<file path="config.mk">
export PLATFORM = sky130hd
export DESIGN_NAME = fb_mem_arbiter_flat
export DESIGN_NICKNAME = d
export VERILOG_FILES = /design/src/rtl/fb_mem_arbiter_if.sv /design/src/rtl/fb_mem_arbiter.sv /design/src/flat_wrapper.sv
export SDC_FILE = /design/constraint.sdc
export NUM_CORES = 1
export LEC_CHECK = 0
export ABC_AREA = 1
export BUFFER_PORTS_ARGS = -buffer_cell sky130_fd_sc_hd__buf_2
export CAP_MARGIN = 20
export CORE_MARGIN = 2
export CORE_UTILIZATION = 50
export CTS_CLUSTER_DIAMETER = 100
export DETAILED_ROUTE_END_ITERATION = 7
export PLACE_DENSITY = 0.95
export SLEW_MARGIN = 20
export SYNTH_ARGS = -nofsm -noshare
export SYNTH_HDL_FRONTEND = slang
export SYNTH_SLANG_ARGS = --single-unit
</file>
<file path="constraint.sdc">
create_clock -name clk -period 3.8 [get_ports clk]
set_input_delay 0.95 -clock clk [delete_from_list [all_inputs] [get_ports clk]]
set_output_delay 0.95 -clock clk [all_outputs]
set_load 0.01 [all_outputs]
</file>
<file path="src/rtl/fb_mem_arbiter_if.sv">
// Request/response bundle shared by the two drawing engines, the framebuffer
// arbiter and the single-port framebuffer RAM.
interface fb_mem_arbiter_if #(
    parameter int ADDR_W = 16,
    parameter int DATA_W = 32
);
    localparam int WBEN_W = DATA_W / 8;

    // client 0 (fill_rect engine)
    logic [DATA_W-1:0] c0_in_data;
    logic [ADDR_W-1:0] c0_in_addr;
    logic [WBEN_W-1:0] c0_in_wben;
    logic              c0_in_op;
    logic              c0_in_rts;
    logic              c0_out_rtr;
    logic [DATA_W-1:0] c0_out_rdata;
    logic              c0_out_rvalid;

    // client 1 (second drawing/read engine)
    logic [DATA_W-1:0] c1_in_data;
    logic [ADDR_W-1:0] c1_in_addr;
    logic [WBEN_W-1:0] c1_in_wben;
    logic              c1_in_op;
    logic              c1_in_rts;
    logic              c1_out_rtr;
    logic [DATA_W-1:0] c1_out_rdata;
    logic              c1_out_rvalid;

    // framebuffer RAM
    logic [ADDR_W-1:0] mem_out_addr;
    logic [DATA_W-1:0] mem_out_wdata;
    logic [WBEN_W-1:0] mem_out_wben;
    logic              mem_out_en;
    logic              mem_out_we;
    logic [DATA_W-1:0] mem_in_rdata;

    // arbiter side
    modport slave (
        input  c0_in_data, c0_in_addr, c0_in_wben, c0_in_op, c0_in_rts,
        output c0_out_rtr, c0_out_rdata, c0_out_rvalid,
        input  c1_in_data, c1_in_addr, c1_in_wben, c1_in_op, c1_in_rts,
        output c1_out_rtr, c1_out_rdata, c1_out_rvalid,
        output mem_out_addr, mem_out_wdata, mem_out_wben, mem_out_en, mem_out_we,
        input  mem_in_rdata
    );

    // client/RAM side
    modport master (
        output c0_in_data, c0_in_addr, c0_in_wben, c0_in_op, c0_in_rts,
        input  c0_out_rtr, c0_out_rdata, c0_out_rvalid,
        output c1_in_data, c1_in_addr, c1_in_wben, c1_in_op, c1_in_rts,
        input  c1_out_rtr, c1_out_rdata, c1_out_rvalid,
        input  mem_out_addr, mem_out_wdata, mem_out_wben, mem_out_en, mem_out_we,
        output mem_in_rdata
    );
endinterface

</file>
<file path="src/rtl/fb_mem_arbiter.sv">
// Two-client framebuffer arbiter: bounded-burst arbitration between the
// engines, one registered RAM request stage, and a tagged read-return pipe.
module fb_mem_arbiter #(
    parameter int ADDR_W    = 16,
    parameter int DATA_W    = 32,
    parameter int MAX_BURST = 4,
    parameter int RD_LAT    = 1
) (
    input  logic            clk,
    input  logic            rst_,
    fb_mem_arbiter_if.slave bus
);
    localparam int WBEN_W = DATA_W / 8;

    typedef enum logic { OWN_C0 = 1'b0, OWN_C1 = 1'b1 } owner_t;

    owner_t            owner, owner_nxt;
    logic [3:0]        burst_cnt, burst_nxt;
    logic              rtr0, rtr1;
    logic              grant, sel;
    logic              sel_op;
    logic [ADDR_W-1:0] sel_addr;
    logic [DATA_W-1:0] sel_data;
    logic [WBEN_W-1:0] sel_wben;

    logic              req_en_p0, req_we_p0, req_id_p0;
    logic [ADDR_W-1:0] req_addr_p0;
    logic [DATA_W-1:0] req_wdata_p0;
    logic [WBEN_W-1:0] req_wben_p0;

    logic [RD_LAT-1:0] tag_vld_p1, tag_id_p1;

    logic [DATA_W-1:0] rdata0_p2, rdata1_p2;
    logic              rvalid0_p2, rvalid1_p2;

    // Grant decision and next arbitration state from the live rts inputs
    always_comb begin
        rtr0      = 1'b0;
        rtr1      = 1'b0;
        owner_nxt = owner;
        burst_nxt = burst_cnt;
        if (rst_) begin
            if (bus.c0_in_rts && bus.c1_in_rts) begin
                if (burst_cnt < 4'(MAX_BURST)) begin
                    rtr0      = (owner == OWN_C0);
                    rtr1      = (owner == OWN_C1);
                    burst_nxt = burst_cnt + 4'd1;
                end else begin
                    // burst limit reached: hand the port to the waiting client
                    rtr0      = (owner == OWN_C1);
                    rtr1      = (owner == OWN_C0);
                    owner_nxt = (owner == OWN_C0) ? OWN_C1 : OWN_C0;
                    burst_nxt = 4'd1;
                end
            end else if (bus.c0_in_rts) begin
                rtr0 = 1'b1;
                if (owner != OWN_C0) begin
                    owner_nxt = OWN_C0;
                    burst_nxt = 4'd1;
                end
            end else if (bus.c1_in_rts) begin
                rtr1 = 1'b1;
                if (owner != OWN_C1) begin
                    owner_nxt = OWN_C1;
                    burst_nxt = 4'd1;
                end
            end
        end
    end

    // Arbitration state register
    always_ff @(posedge clk or negedge rst_) begin
        if (!rst_) begin
            owner     <= OWN_C0;
            burst_cnt <= '0;
        end else begin
            owner     <= owner_nxt;
            burst_cnt <= burst_nxt;
        end
    end

    assign grant    = rtr0 | rtr1;
    assign sel      = rtr1;
    assign sel_op   = sel ? bus.c1_in_op   : bus.c0_in_op;
    assign sel_addr = sel ? bus.c1_in_addr : bus.c0_in_addr;
    assign sel_data = sel ? bus.c1_in_data : bus.c0_in_data;
    assign sel_wben = sel ? bus.c1_in_wben : bus.c0_in_wben;

    // Stage p0: capture the accepted request as the RAM command (writes with no bytes enabled are dropped)
    always_ff @(posedge clk or negedge rst_) begin
        if (!rst_) begin
            req_en_p0    <= 1'b0;
            req_we_p0    <= 1'b0;
            req_id_p0    <= 1'b0;
            req_addr_p0  <= '0;
            req_wdata_p0 <= '0;
            req_wben_p0  <= '0;
        end else if (grant) begin
            if (sel_op) begin
                if (sel_wben != '0) begin
                    req_en_p0    <= 1'b1;
                    req_we_p0    <= 1'b1;
                    req_id_p0    <= sel;
                    req_addr_p0  <= sel_addr;
                    req_wdata_p0 <= sel_data;
                    req_wben_p0  <= sel_wben;
                end else begin
                    req_en_p0 <= 1'b0;
                    req_we_p0 <= 1'b0;
                end
            end else begin
                req_en_p0    <= 1'b1;
                req_we_p0    <= 1'b0;
                req_id_p0    <= sel;
                req_addr_p0  <= sel_addr;
                req_wdata_p0 <= '0;
                req_wben_p0  <= '0;
            end
        end else begin
            req_en_p0 <= 1'b0;
            req_we_p0 <= 1'b0;
        end
    end

    // Stage p1: {valid, client} tag travels RD_LAT cycles alongside each read strobe
    always_ff @(posedge clk or negedge rst_) begin
        if (!rst_) begin
            tag_vld_p1 <= '0;
            tag_id_p1  <= '0;
        end else begin
            tag_vld_p1[0] <= req_en_p0 & ~req_we_p0;
            tag_id_p1[0]  <= req_id_p0;
            for (int i = 1; i < RD_LAT; i++) begin
                tag_vld_p1[i] <= tag_vld_p1[i-1];
                tag_id_p1[i]  <= tag_id_p1[i-1];
            end
        end
    end

    // Stage p2: register returning RAM data into the tagged client's read port
    always_ff @(posedge clk or negedge rst_) begin
        if (!rst_) begin
            rdata0_p2  <= '0;
            rdata1_p2  <= '0;
            rvalid0_p2 <= 1'b0;
            rvalid1_p2 <= 1'b0;
        end else begin
            rvalid0_p2 <= tag_vld_p1[RD_LAT-1] & ~tag_id_p1[RD_LAT-1];
            rvalid1_p2 <= tag_vld_p1[RD_LAT-1] &  tag_id_p1[RD_LAT-1];
            if (tag_vld_p1[RD_LAT-1] && !tag_id_p1[RD_LAT-1]) begin
                rdata0_p2 <= bus.mem_in_rdata;
            end
            if (tag_vld_p1[RD_LAT-1] && tag_id_p1[RD_LAT-1]) begin
                rdata1_p2 <= bus.mem_in_rdata;
            end
        end
    end

    assign bus.c0_out_rtr    = rtr0;
    assign bus.c1_out_rtr    = rtr1;
    assign bus.c0_out_rdata  = rdata0_p2;
    assign bus.c1_out_rdata  = rdata1_p2;
    assign bus.c0_out_rvalid = rvalid0_p2;
    assign bus.c1_out_rvalid = rvalid1_p2;
    assign bus.mem_out_addr  = req_addr_p0;
    assign bus.mem_out_wdata = req_wdata_p0;
    assign bus.mem_out_wben  = req_wben_p0;
    assign bus.mem_out_en    = req_en_p0;
    assign bus.mem_out_we    = req_we_p0;
endmodule
</file>
<file path="src/flat_wrapper.sv">
// flat-port wrapper written by rule: the top's interface ports become plain ports
module fb_mem_arbiter_flat 
#(
    parameter int ADDR_W    = 16,
    parameter int DATA_W    = 32,
    parameter int MAX_BURST = 4,
    parameter int RD_LAT    = 1
)
  (clk, rst_, bus_c0_in_data, bus_c0_in_addr, bus_c0_in_wben, bus_c0_in_op, bus_c0_in_rts, bus_c0_out_rtr, bus_c0_out_rdata, bus_c0_out_rvalid, bus_c1_in_data, bus_c1_in_addr, bus_c1_in_wben, bus_c1_in_op, bus_c1_in_rts, bus_c1_out_rtr, bus_c1_out_rdata, bus_c1_out_rvalid, bus_mem_out_addr, bus_mem_out_wdata, bus_mem_out_wben, bus_mem_out_en, bus_mem_out_we, bus_mem_in_rdata);
  fb_mem_arbiter_if #(.ADDR_W(ADDR_W), .DATA_W(DATA_W)) bus_i ();
  input  logic clk;
  input  logic rst_;
  input wire logic [$bits(bus_i.c0_in_data)-1:0] bus_c0_in_data;
  input wire logic [$bits(bus_i.c0_in_addr)-1:0] bus_c0_in_addr;
  input wire logic [$bits(bus_i.c0_in_wben)-1:0] bus_c0_in_wben;
  input wire logic [$bits(bus_i.c0_in_op)-1:0] bus_c0_in_op;
  input wire logic [$bits(bus_i.c0_in_rts)-1:0] bus_c0_in_rts;
  output wire logic [$bits(bus_i.c0_out_rtr)-1:0] bus_c0_out_rtr;
  output wire logic [$bits(bus_i.c0_out_rdata)-1:0] bus_c0_out_rdata;
  output wire logic [$bits(bus_i.c0_out_rvalid)-1:0] bus_c0_out_rvalid;
  input wire logic [$bits(bus_i.c1_in_data)-1:0] bus_c1_in_data;
  input wire logic [$bits(bus_i.c1_in_addr)-1:0] bus_c1_in_addr;
  input wire logic [$bits(bus_i.c1_in_wben)-1:0] bus_c1_in_wben;
  input wire logic [$bits(bus_i.c1_in_op)-1:0] bus_c1_in_op;
  input wire logic [$bits(bus_i.c1_in_rts)-1:0] bus_c1_in_rts;
  output wire logic [$bits(bus_i.c1_out_rtr)-1:0] bus_c1_out_rtr;
  output wire logic [$bits(bus_i.c1_out_rdata)-1:0] bus_c1_out_rdata;
  output wire logic [$bits(bus_i.c1_out_rvalid)-1:0] bus_c1_out_rvalid;
  output wire logic [$bits(bus_i.mem_out_addr)-1:0] bus_mem_out_addr;
  output wire logic [$bits(bus_i.mem_out_wdata)-1:0] bus_mem_out_wdata;
  output wire logic [$bits(bus_i.mem_out_wben)-1:0] bus_mem_out_wben;
  output wire logic [$bits(bus_i.mem_out_en)-1:0] bus_mem_out_en;
  output wire logic [$bits(bus_i.mem_out_we)-1:0] bus_mem_out_we;
  input wire logic [$bits(bus_i.mem_in_rdata)-1:0] bus_mem_in_rdata;
  assign bus_i.c0_in_data = bus_c0_in_data;
  assign bus_i.c0_in_addr = bus_c0_in_addr;
  assign bus_i.c0_in_wben = bus_c0_in_wben;
  assign bus_i.c0_in_op = bus_c0_in_op;
  assign bus_i.c0_in_rts = bus_c0_in_rts;
  assign bus_c0_out_rtr = bus_i.c0_out_rtr;
  assign bus_c0_out_rdata = bus_i.c0_out_rdata;
  assign bus_c0_out_rvalid = bus_i.c0_out_rvalid;
  assign bus_i.c1_in_data = bus_c1_in_data;
  assign bus_i.c1_in_addr = bus_c1_in_addr;
  assign bus_i.c1_in_wben = bus_c1_in_wben;
  assign bus_i.c1_in_op = bus_c1_in_op;
  assign bus_i.c1_in_rts = bus_c1_in_rts;
  assign bus_c1_out_rtr = bus_i.c1_out_rtr;
  assign bus_c1_out_rdata = bus_i.c1_out_rdata;
  assign bus_c1_out_rvalid = bus_i.c1_out_rvalid;
  assign bus_mem_out_addr = bus_i.mem_out_addr;
  assign bus_mem_out_wdata = bus_i.mem_out_wdata;
  assign bus_mem_out_wben = bus_i.mem_out_wben;
  assign bus_mem_out_en = bus_i.mem_out_en;
  assign bus_mem_out_we = bus_i.mem_out_we;
  assign bus_i.mem_in_rdata = bus_mem_in_rdata;
  fb_mem_arbiter #(.ADDR_W(ADDR_W), .DATA_W(DATA_W), .MAX_BURST(MAX_BURST), .RD_LAT(RD_LAT)) u_core (.clk(clk), .rst_(rst_), .bus(bus_i));
endmodule
</file>
# After elaboration in Yosys (flattened, before gate mapping)
# Cells that the tools add are included.
[op_classes]
n_addsub = 1
bitwise_logic = 7
n_lt_le_gt_ge = 1
n_eq_ne = 4
mux = 37
reduce_logical = 9
[ops]
columns = ["op", "n"]
rows = [
  ["32-bit 2-to-1 mux", 3],
  ["16-bit 2-to-1 mux", 3],
  ["4-bit 2-to-1 mux", 9],
  ["1-bit 2-to-1 mux", 22],
  ["4-bit by 1-bit adder with 4-bit output (second input constant)", 1],
  ["4-bit by 3-bit less-than comparator with 1-bit output (second input constant)", 1],
  ["2-bit != test (second input constant)", 2],
  ["4-bit AND reduction", 1],
  ["4-bit nonzero test", 1],
  ["1-bit AND", 3],
  ["1-bit logical AND", 3],
  ["3-bit by 1-bit != test with 1-bit output (second input constant)", 1],
  ["3-bit != test (second input constant)", 1],
  ["1-bit NOT", 3],
  ["3-bit AND reduction", 1],
  ["3-bit nonzero test", 1],
  ["2-bit AND reduction", 1],
  ["1-bit zero test", 1],
  ["1-bit OR", 1],
]
[word_totals]
input_bits = 142
output_inout_bits = 122
register_bits = 128
wordCells = 73

# Logic depth before layout (Yosys ltp)
[depth]
depth_word = 9
ltp_mapped = 12
ltp_nobuf = 11

# Least setup slack after synthesis
# OpenSTA, ideal clock, no wires.
[synth_timing]
path_type = "input-to-output"
startpoint = "input port rst_"
endpoint = "output port bus_c1_out_rtr"
path_slack_ns = 1.215
required_ns = 2.850
cell_stages = 5
arrival_ns = 1.635
n_path_buf = 1
cell_sequence = "nand2_1 -> inv_1 -> nand2_4 -> inv_2 -> clkbuf_1"
[synth_between]
elab_chain_cells = 1
[synth_rtl]
columns = ["item", "line_no", "rtl"]
rows = [
  ["from (decl)", "flat_wrapper.sv:12", "input logic rst_;"],
  ["1-bit 2-to-1 mux", "fb_mem_arbiter.sv:42", "if (rst_) begin"],
  ["to (decl)", "flat_wrapper.sv:26", "output wire logic [$bits(bus_i.c1_out_rtr)-1:0] bus_c1_out_rtr;"],
]
# No other way between the ends.

# Worst setup path in the final report
[layout_timing]
startpoint = "input port bus_c1_in_rts"
endpoint = "output port bus_c1_out_rtr"
[layout_between]
elab_chain_cells = 4
word_cells_on_any_way = 5
[layout_rtl]
columns = ["item", "line_no", "rtl"]
rows = [
  ["from (decl)", "flat_wrapper.sv:25", "input wire logic [$bits(bus_i.c1_in_rts)-1:0] bus_c1_in_rts;"],
  ["1-bit 2-to-1 mux", "fb_mem_arbiter.sv:61", "end else if (bus.c1_in_rts) begin"],
  ["1-bit 2-to-1 mux", "fb_mem_arbiter.sv:55", "end else if (bus.c0_in_rts) begin"],
  ["1-bit 2-to-1 mux *", "fb_mem_arbiter.sv:43", "if (bus.c0_in_rts && bus.c1_in_rts) begin"],
  ["1-bit 2-to-1 mux *", "fb_mem_arbiter.sv:42", ""],
]
# Every way passes the cells marked *; elsewhere a longest branch is shown, timed or not.

==> results_dict.tcl <==
set metrics [dict create \
    status "complete, no violations" \
    reg2reg_slack_ns 1.39 \
    grt_max_degree 74 \
    gp_congestion 0.8436 \
    layout-drive-gt1-share 0.3243 \
    seqPwrFrac 0.398 \
    synth_compound_area_frac 0.06664 \
    r2r_end "u_core.bus.mem_out_wdata[10]" \
    synth_xor_area_frac 0 \
    period_needed_ns 2.780 \
    fin_crit_sh 0.7317 \
    cts_buffer_depth 2 \
    crit_start "bus_c1_in_rts" \
    overflow 0 \
    reg2regPathDepth 11 \
    routed-via-count 5355 \
    cts_setup_buffers 0 \
    area_delta_synth_final_pct 35.58 \
    slew_headroom 0.3374 \
    cts_root_buf "clkbuf_8" \
    ant_nets 0 \
    yosysTopAreaCell "dfrtp_1" \
    fin_worst_skew_ns 0.01074 \
    netlist_area_sq_um 5595 \
    p_clk_frac 0.361 \
    comb_power_share 0.241 \
    vdd_drop_max_mv 0.3361 \
    cp-start-kind "input pin" \
    instances_no_fill 1096 \
    syn-mean-instance-area_sq_um 8.086 \
    synthMuxAreaShare 0 \
    slew_viol_final 0 \
    synth_top_family_by_area "simple AND/OR/NAND/NOR gates" \
    fin_nets 1087 \
    cts_buffers 17 \
    rsz0062_at_grt "false" \
    dpl.cell_count 1065 \
    portBuffers 263 \
    crit_fanout 15 \
    die_w_um 109.8 \
    grt_pass1_vias 4863 \
    clk-insertion-delay-late_ns 0.50 \
    syn-num-nets 835 \
    ctsHoldBuffers 0 \
    critPathKind "input pin to output pin" \
    setup_tns_ns 0 \
    drc_errors 0 \
    synthSimpleGateAreaFrac 0.2947 \
    dieArea_sq_um 12050 \
    mostFrequentLayoutCells "340 x nand2_1, 262 x buf_2, 128 x dfrtp_1" \
    tightest_slew_ns 0.9904 \
    num-fill-cells 836 \
    antenna_found_initial 1 \
    hold_viol_final 0 \
    rr_startpoint "u_core.burst_cnt[3]" \
    syn_inst 692 \
    endpoint "bus_c1_out_rtr" \
    final_common_cell "nand2_1" \
    p_int_mw 3.314 \
    crit_path_end_kind "output pin" \
    path_clk_slew_ns 0.06 \
    powerDensity_nw_per_um2 629.8 \
    yosys_warnings 0 \
    num_rows 38 \
    ys_ff_latch 128 \
    setup_viol 0 \
    crit_required_ns 2.85 \
    synthTopCellsByArea "dfrtp_1 57%, nand2_1 23%, o21ai_0 5.7%" \
    cap_violations 0 \
    swShare 0.3064 \
    cts-resized-gates 0 \
    holdWs_ns 0.3752 \
    drt_iter0_markers 487 \
    synth-seq-area-share 0.5725 \
    switchingPower_mw 1.464 \
    yosys.area_share.adder 0.002236 \
    ctsHtreeMaxLevel 4 \
    cts_tree "yes" \
    pre_cts_slack_ns 0.8795 \
    post_drt_wl_per_cell_um 13.33 \
    synth.distinct_cells 22 \
    p_leak_nw 4.541 \
    dr.pass1.iters 5 \
    viasPerCell 4.886 \
    fin_ws_ns 1.020 \
    hp-class "flop to flop" \
    core_area_sq_um 10890 \
    die_h_um 109.8 \
    netlist.area_leader.share 0.5725 \
    dp_hpwl_um 10680 \
    grt.total_usage 0.2423 \
    clkSinkCount 128 \
    worstHoldStart "u_core.req_id_p0" \
    fmax_ghz 0.3597 \
    n_antenna_cell 0 \
    cp_data_arrival_time_ns 1.83 \
    drt_wl_total_um 14610 \
    ios 264 \
    start_util 0.5139 \
    grt_pass1_wl_um 22510 \
]
[power groups by stage]
stage          sequential, mW  combinational (mW)  clock, mW
2_1_floorplan            2.08               0.427          0
3_3_place_gp             1.90                1.12          0
3_5_place_dp             1.92                1.16          0
4_1_cts                  1.90                1.16       1.75
5_1_grt                  1.94                1.30       1.82
6_report                 1.90                1.15       1.73
[synth_stat cells, drive strengths merged]
library cell	n
nand2	344
dfrtp	128
o21ai	65
nand3	56
inv	46
clkbuf	21
buf	15
nor2	10
a21oi	3
a22o	1
a31oi	1
ha	1
o22ai	1
[layer usage]
layer | share of wire | track usage | up-vias
met2 | 0.51 | 0.4316 | 242
met4 | 0.013 | 0.08318 | 2
met3 | 0.075 | 0.06461 | 22
li1 | - | - | 2662
met5 | 0.00089 | 0 | -
met1 | 0.40 | 0.2802 | 2427
[sequential cells by signal, summed over array words and instances, names as in the netlist]
register / flops
u_core.burst_cnt: 4
u_core.bus.c0_out_rdata: 32
u_core.bus.c0_out_rvalid: 1
u_core.bus.c1_out_rdata: 32
u_core.bus.c1_out_rvalid: 1
u_core.bus.mem_out_addr: 16
u_core.bus.mem_out_en: 1
u_core.bus.mem_out_wben: 4
u_core.bus.mem_out_wdata: 32
u_core.bus.mem_out_we: 1
u_core.owner: 1
u_core.req_id_p0: 1
u_core.tag_id_p1: 1
u_core.tag_vld_p1: 1
[final cells by class]
type                            instances  area [sq um]  share of cell area
Sequential cell                       128          3203              0.4222
Multi-Input combinational cell        482          2037              0.2685
Timing Repair Buffer                  269          1368              0.1803
Clock buffer                           19         421.7             0.05558
Clock inverter                         12         209.0             0.02754
Tap cell                              140         175.2             0.02309
Inverter                               46         172.7             0.02276
[critical path, cell delays in order]
cell and delay (ns):
buf_2 0.11, nand2_1 0.05, inv_1 0.17, nand2_4 0.16, inv_2 0.20, buf_2 0.17
[cells by family (layout without fill, tap and decap cells)]
kind of cell,Yosys count,after routing
flip-flops,128,128
buffers and inverters,82,346
AND/OR/NAND/NOR,410,410
AO/OA/AOI/OAI,71,71
adder cells (fa/ha/maj),1,1
[metrics by stage]
step	cell area (sq um)	total power, mW	utilization
6_report	7586	4.778	0.6967
5_1_grt	7586	5.062	0.6967
4_1_cts	7586	4.812	0.6967
3_5_place_dp	6955	3.080	0.6388
3_3_place_gp	6955	3.019	0.6388
2_1_floorplan	5595	2.503	-
[worst min path at each step]
stage / end / slack, ns / cells past startpoint
2_1_floorplan: u_core.tag_id_p1 / 0.35 / 0
3_3_place_gp: u_core.tag_id_p1 / 0.37 / 0
3_5_place_dp: u_core.tag_id_p1 / 0.37 / 0
4_1_cts: u_core.tag_id_p1 / 0.38 / 0
5_1_grt: u_core.tag_id_p1 / 0.39 / 0
6_report: u_core.tag_id_p1 / 0.38 / 0
Note: power is estimated with default switching activity, not from simulation.
